File: src/rtl/ysyx_24100006_hazard_sb.sv
`default_nettype none
// =============================================================================
// Module   : ysyx_24100006_hazard_sb
// Purpose  : Scoreboard hazard/forwarding unit that tracks in-flight writes per stage.
// Revision : 1.0
// =============================================================================
module ysyx_24100006_hazard_sb #(
  parameter int AW         = 4,
  parameter int NSRC       = 2,
  parameter int NSTAGE     = 3,
  parameter int LOAD_STAGE = 1,
  parameter int FWD_EN     = 1,
  parameter int CNT_W      = 32,
  localparam int SW        = $clog2(NSTAGE + 1)
) (
  input  logic                 clk,
  input  logic                 reset,
  input  logic                 id_valid,
  input  logic                 id_fire,
  input  logic [NSRC*AW-1:0]   id_rs,
  input  logic [NSRC-1:0]      id_rs_ren,
  input  logic [AW-1:0]        id_rd,
  input  logic                 id_wen,
  input  logic                 id_is_load,
  input  logic [NSTAGE-1:0]    st_fire,
  input  logic [NSTAGE-1:0]    flush_mask,
  input  logic                 mem_rvalid,
  output logic [NSRC*SW-1:0]   fwd_sel,
  output logic                 stall_id,
  output logic [CNT_W-1:0]     stall_cnt
);

  logic [NSTAGE-1:0]         v;
  logic [NSTAGE-1:0]         w;
  logic [NSTAGE-1:0]         ld;
  logic [NSTAGE-1:0]         rdy;
  logic [NSTAGE-1:0]         eff_rdy;
  logic [NSTAGE-1:0][AW-1:0] rd;
  logic [NSRC-1:0]           blocked;

  generate
    for (genvar i = 0; i < NSTAGE; i++) begin : g_slot
      logic          s_v;
      logic          s_w;
      logic          s_ld;
      logic          s_rdy;
      logic [AW-1:0] s_rd;

      assign v[i]   = s_v;
      assign w[i]   = s_w;
      assign ld[i]  = s_ld;
      assign rdy[i] = s_rdy;
      assign rd[i]  = s_rd;

      // Load data arriving this cycle makes the LOAD_STAGE occupant usable immediately.
      assign eff_rdy[i] = s_rdy | ~s_ld | ((i == LOAD_STAGE) & mem_rvalid);

      if (i == 0) begin : g_head
        always_ff @(posedge clk) begin
          if (reset) begin
            s_v   <= 1'b0;
            s_w   <= 1'b0;
            s_ld  <= 1'b0;
            s_rdy <= 1'b0;
            s_rd  <= '0;
          end else if (flush_mask[0]) begin
            s_v <= 1'b0;
          end else if (id_fire) begin
            s_v   <= 1'b1;
            s_w   <= id_wen & (id_rd != '0);
            s_ld  <= id_is_load;
            s_rdy <= ~id_is_load;
            s_rd  <= id_rd;
          end else begin
            if (st_fire[0]) s_v <= 1'b0;
            s_rdy <= eff_rdy[0];
          end
        end
      end else begin : g_body
        always_ff @(posedge clk) begin
          if (reset) begin
            s_v   <= 1'b0;
            s_w   <= 1'b0;
            s_ld  <= 1'b0;
            s_rdy <= 1'b0;
            s_rd  <= '0;
          end else if (flush_mask[i]) begin
            s_v <= 1'b0;
          end else if (st_fire[i-1]) begin
            // Readiness travels with the entry, including data arriving on this edge.
            s_v   <= v[i-1];
            s_w   <= w[i-1];
            s_ld  <= ld[i-1];
            s_rdy <= eff_rdy[i-1];
            s_rd  <= rd[i-1];
          end else begin
            if (st_fire[i]) s_v <= 1'b0;
            s_rdy <= eff_rdy[i];
          end
        end
      end
    end
  endgenerate

  generate
    for (genvar k = 0; k < NSRC; k++) begin : g_src
      logic [AW-1:0] rs;
      logic          hit;
      logic          blk;
      logic [SW-1:0] sel;

      assign rs = id_rs[k*AW +: AW];

      // Scan oldest to youngest so the lowest matching slot has the final say.
      always_comb begin
        hit = 1'b0;
        blk = 1'b0;
        sel = '0;
        for (int i = NSTAGE - 1; i >= 0; i--) begin
          if (id_rs_ren[k] && (rs != '0) && v[i] && w[i] && (rd[i] == rs)) begin
            hit = 1'b1;
            blk = ~eff_rdy[i];
            sel = SW'(i + 1);
          end
        end
        if (FWD_EN == 0) blk = hit;
        if (!id_valid || blk) sel = '0;
      end

      assign blocked[k]           = blk;
      assign fwd_sel[k*SW +: SW]  = sel;
    end
  endgenerate

  assign stall_id = id_valid & (|blocked);

  always_ff @(posedge clk) begin
    if (reset) begin
      stall_cnt <= '0;
    end else if (stall_id && !(&stall_cnt)) begin
      stall_cnt <= stall_cnt + 1'b1;
    end
  end

endmodule
`default_nettype wire

File: config.mk
export PLATFORM = sky130hd
export DESIGN_NAME = ysyx_24100006_hazard_sb
export DESIGN_NICKNAME = d
export VERILOG_FILES = /design/src/rtl/ysyx_24100006_hazard_sb.sv
export SDC_FILE = /design/constraint.sdc
export NUM_CORES = 1
export LEC_CHECK = 0
export BUFFER_PORTS_ARGS = -buffer_cell sky130_fd_sc_hd__buf_4
export CORE_ASPECT_RATIO = 0.9
export CORE_MARGIN = 4
export CORE_UTILIZATION = 45
export CTS_CLUSTER_DIAMETER = 200
export DETAILED_ROUTE_END_ITERATION = 7
export PLACE_DENSITY = 0.68
export REMOVE_ABC_BUFFERS = 1
export SKIP_CTS_REPAIR_TIMING = 1
export SLEW_MARGIN = 20
export SYNTH_ARGS = -nofsm -noshare
export SYNTH_HDL_FRONTEND = slang
export SYNTH_SLANG_ARGS = --single-unit
File: constraint.sdc
create_clock -name clk -period 4.24 [get_ports clk]
set_clock_uncertainty 0.1 [all_clocks]
set_input_delay 0.424 -clock clk [delete_from_list [all_inputs] [get_ports clk]]
set_output_delay 0.424 -clock clk [all_outputs]
set_load 0.05 [all_outputs]
== Word level (Yosys, flattened, before mapping) ==
Cells that the tools add are included.

* Word-level logic and storage cells: 101
* Output and inout port bits: 37
* Flip-flop bits (word level): 56

* Muxes and demuxes: 23
* Bitwise gates (word level): 16
* Equal/unequal tests: 6
* Reduce and logical (&&, ||, !) cells: 39
* Add/sub/neg operators: 1

{| class="wikitable"
|+ Operators with widths
! kind !! count
|-
| $add 32x1->32 const B || 1
|-
| $reduce_and 32->1 || 1
|-
| $eq 4x4->1 || 6
|-
| $logic_and 1x1->1 || 21
|-
| $mux 2 || 8
|-
| $mux 1 || 15
|-
| $reduce_bool 4->1 || 3
|-
| $not 1->1 || 10
|-
| $reduce_or 2->1 || 4
|-
| $reduce_and 2->1 || 3
|-
| $reduce_bool 2->1 || 3
|-
| $or 1x1->1 || 4
|-
| $and 1x1->1 || 2
|-
| $logic_not 1->1 || 2
|-
| $logic_or 1x1->1 || 2
|}

== Depth between registers and ports, before layout ==
* Depth after elaboration: 11
* Mapped depth: 10

== Least setup slack after synthesis ==
No wires, ideal clock.

* Kind: input to output
* Start point: input port id_rs[4]
* End point: output port fwd_sel[3]
* Stages on the path: 6
* Buffers on the path: 0
* Arrival: 2.683 ns
* Setup slack: 1.033 ns
* Cells stage by stage: o41ai_2 > nor2_1 > a221oi_1 > nand2b_1 > nand2_1 > nor3_1

* Cells in the longest elaborated chain, start to end: 10
* Elaborated cells on any way between the ends: 22

{| class="wikitable"
|+ RTL lines
! element !! RTL line !! source
|-
| start, declared || 20 || <nowiki>input logic [NSRC*AW-1:0] id_rs,</nowiki>
|-
| $reduce_bool 4->1 || 120 || <nowiki>if (id_rs_ren[k] && (rs != '0) && v[i] && w[i] && (rd[i] == rs)) begin</nowiki>
|-
| $logic_and 1x1->1 (4 in series) || 120 ||
|-
| $mux 1 (3 in series) || 120 ||
|-
| $logic_or 1x1->1 || 127 || <nowiki>if (!id_valid || blk) sel = '0;</nowiki>
|-
| $mux 2 (*) || 127 ||
|-
| end, declared || 28 || <nowiki>output logic [NSRC*SW-1:0] fwd_sel,</nowiki>
|}

Every way passes the cells marked *; elsewhere a longest branch is shown, timed or not.

== Final worst setup path ==
* Start point: register g_slot[1].s_rd[0]
* End point: output port stall_id

* Cells in the longest elaborated chain, start to end: 6
* Elaborated cells on any way between the ends: 10

{| class="wikitable"
|+ RTL lines
! element !! RTL line !! source
|-
| start, declared || 47 || <nowiki>logic [AW-1:0] s_rd;</nowiki>
|-
| start signal, assigned || 95 || <nowiki>s_rd <= rd[i-1];</nowiki>
|-
| $eq 4x4->1 || 120 ||
|-
| $logic_and 1x1->1 || 120 ||
|-
| $mux 1 (2 in series) || 120 ||
|-
| $reduce_or 2->1 (*) || 135 || <nowiki>assign stall_id = id_valid & (|blocked);</nowiki>
|-
| $and 1x1->1 (*) || 135 ||
|-
| end, declared || 29 || <nowiki>output logic stall_id,</nowiki>
|}

Marks and branches as above.

==> flow_metrics.tcl <==
set metrics [dict create \
    status "complete, no violations" \
    dp.cells 506 \
    vias 2913 \
    power_w 0.000937 \
    cts.sinks 56 \
    synth_cells 371 \
    grt_pass1_vias 2703 \
    synth_ff_type "dfxtp_1" \
    setup_viol 0 \
    powerDensity_nw_per_um2 259 \
    clkSlewWorstSetupHoldPaths_ps 90 \
    drc 0 \
    ys_types 42 \
    grt.total_usage 0.192 \
    yosysTopAreaCellShare 0.373 \
    antennaDiodeCount 0 \
    htreeDepth 2 \
    wl_per_cell_microns 15.0 \
    start_kind "register" \
    drive_gt1_frac 0.185 \
    synth_seq_cells 56 \
    grt_max_degree 63 \
    yosys_warnings 0 \
    io-pin-count 64 \
    hold_viol_final 0 \
    dpl_worst_slack_ps 1190 \
    irDropWorstVdd_v 0.000132 \
    min_path_type "in -> reg" \
    placementRows 27 \
    crit_fanout 62 \
    clock.fmax_mhz 316 \
    final.setup.worst_slack_ps 1080 \
    coreArea_sq_um 6280 \
    worstSkewPairLatency_ps 310 \
    yosysTopAreaCell "dfxtp_1" \
    final.period_utilization 0.745 \
    setup_tns_ps 0 \
    worstPathRequired_ps 3720 \
    drtAntennaViolNets 0 \
    dieHeight_microns 85.5 \
    cts_root_buf "clkbuf_8" \
    clockBufferDepth 2 \
    totalWireLength_mm 7.70 \
    rsz0062_at_grt "false" \
    post-route-min-period_ps 3160 \
    finalMaxSlewViolations 0 \
    initial_core_util 0.478 \
    drt_iter0_drc 161 \
    grt_pass1_wl_mm 12.7 \
    die_w_microns 94.1 \
    tritoncts "built" \
    instances_no_fill 513 \
    cap_violations 0 \
    syn2layout_area_growth_pct 20.4 \
    place_congestion 0.845 \
    antenna_found_initial 0 \
    design.die.area_sq_um 8050 \
    worst_slew_pin_slew_ps 835 \
    drt_pre_antenna_iters 4 \
    max_slew_margin 0.441 \
    postSynth.asyncResetShare 0 \
    synth_edf_count 0 \
    nNetsFinal 454 \
    yosys-top-cells-area "dfxtp_1, a21oi_1, xnor2_1" \
    overflow 0 \
    endpoint_kind "output pin" \
    cts_inserted_buffers 5 \
    syn_area_sq_um 3010 \
    power_leakage_nw 1.30 \
    syn_avg_cell_area_sq_um 8.10 \
    hpwl_mm 5.62 \
    crit_type "reg -> out" \
    ys_seq_area_frac 0.373 \
    yosys-top-cells-count "dfxtp_1, a21oi_1, nand2_1, nor2_1, nand3_1" \
    via_per_inst 5.68 \
    critPathArrivalTime_ps 2640 \
    synth_most_common_cell "dfxtp_1" \
    numPortBuffers 63 \
]
worst paths after layout:
path	startpoint	end	slack, ps	depth (start not counted)
max	g_slot[1].s_rd[0]	stall_id	1080	7
min	flush_mask[1]	g_slot[1].s_v	200	2
max reg2reg	stall_cnt[6]	stall_cnt[20]	1230	8
min reg2reg	g_slot[2].s_ld	g_slot[2].s_ld	390	2
cells in the final DEF, fill, tap and decap left out, types with 7 or more instances in the layout:
cell type,count
nor3_1,9
xnor2_1,18
or4_1,16
o31ai_1,15
dfxtp_1,56
or3_1,14
nand4_1,10
nand3_1,19
a21oi_1,46
buf_4,65
o21ai_0,11
mux2i_1,11
clkbuf_8,7
and3_1,9
nand2_1,36
nor4_1,10
nor2_1,28
final cells by class:
type / count / area (sq um)
clock buffers: 7 / 96.3
inverters: 7 / 26.3
fillers: 604 / 2670
repair buffers: 65 / 488
well taps: 87 / 109
multi-input cells: 291 / 1780
flip-flops and latches: 56 / 1120
through the flow:
stage | cell area [sq um] | hold slack, ps | util
2_1_floorplan | 2920 | 338 | -
3_3_place_gp | 3520 | 367 | 0.560
3_5_place_dp | 3520 | 373 | 0.560
4_1_cts | 3620 | 196 | 0.576
5_1_grt | 3620 | 190 | 0.576
6_report | 3620 | 200 | 0.576
critical path, cell delays in order, from the launching register on:
cell and delay, ps:
dfxtp_1 440, xnor2_1 150, nand4_1 150, or3_1 360, a221oi_1 370, o22a_4 560, inv_2 70, buf_4 200
routing by layer:
| metal | vias to the layer above | routed length (microns) | share of wire | global-route usage |
|---|---|---|---|---|
| li1 | 1483 | - | - | - |
| met1 | 1362 | 3850 | 0.50 | 0.275 |
| met2 | 62 | 3420 | 0.44 | 0.302 |
| met3 | 6 | 379 | 0.049 | 0.0342 |
| met4 | 0 | 57 | 0.0074 | 0.0420 |
| met5 | - | 0 | 0 | 0 |
where the power goes:
part	total, W	switching [W]	leakage, nW	internal, W
Sequential	0.000539	0.00000686	0.453	0.000532
Clock	0.000314	0.000168	0.0503	0.000146
Combinational	0.0000834	0.0000454	0.792	0.0000380
kinds of logic after synthesis:
family                   count (synthesis)  synth area share
AO/OA/AOI/OAI                           87             0.180
XOR/XNOR                                24            0.0699
adder cells (fa/ha/maj)                  1           0.00416
buffers and inverters                   24            0.0358
flip-flops                              56             0.373
multiplexers                            13            0.0441
AND/OR/NAND/NOR                        166             0.293
registers in the layout, indices dropped and copies added, names as in the netlist:
signal        count
stall_cnt        32
g_slot.s_rd      12
g_slot.s_ld       3
g_slot.s_rdy      3
g_slot.s_v        3
g_slot.s_w        3
No activity file was read; power rests on OpenSTA's default activity.
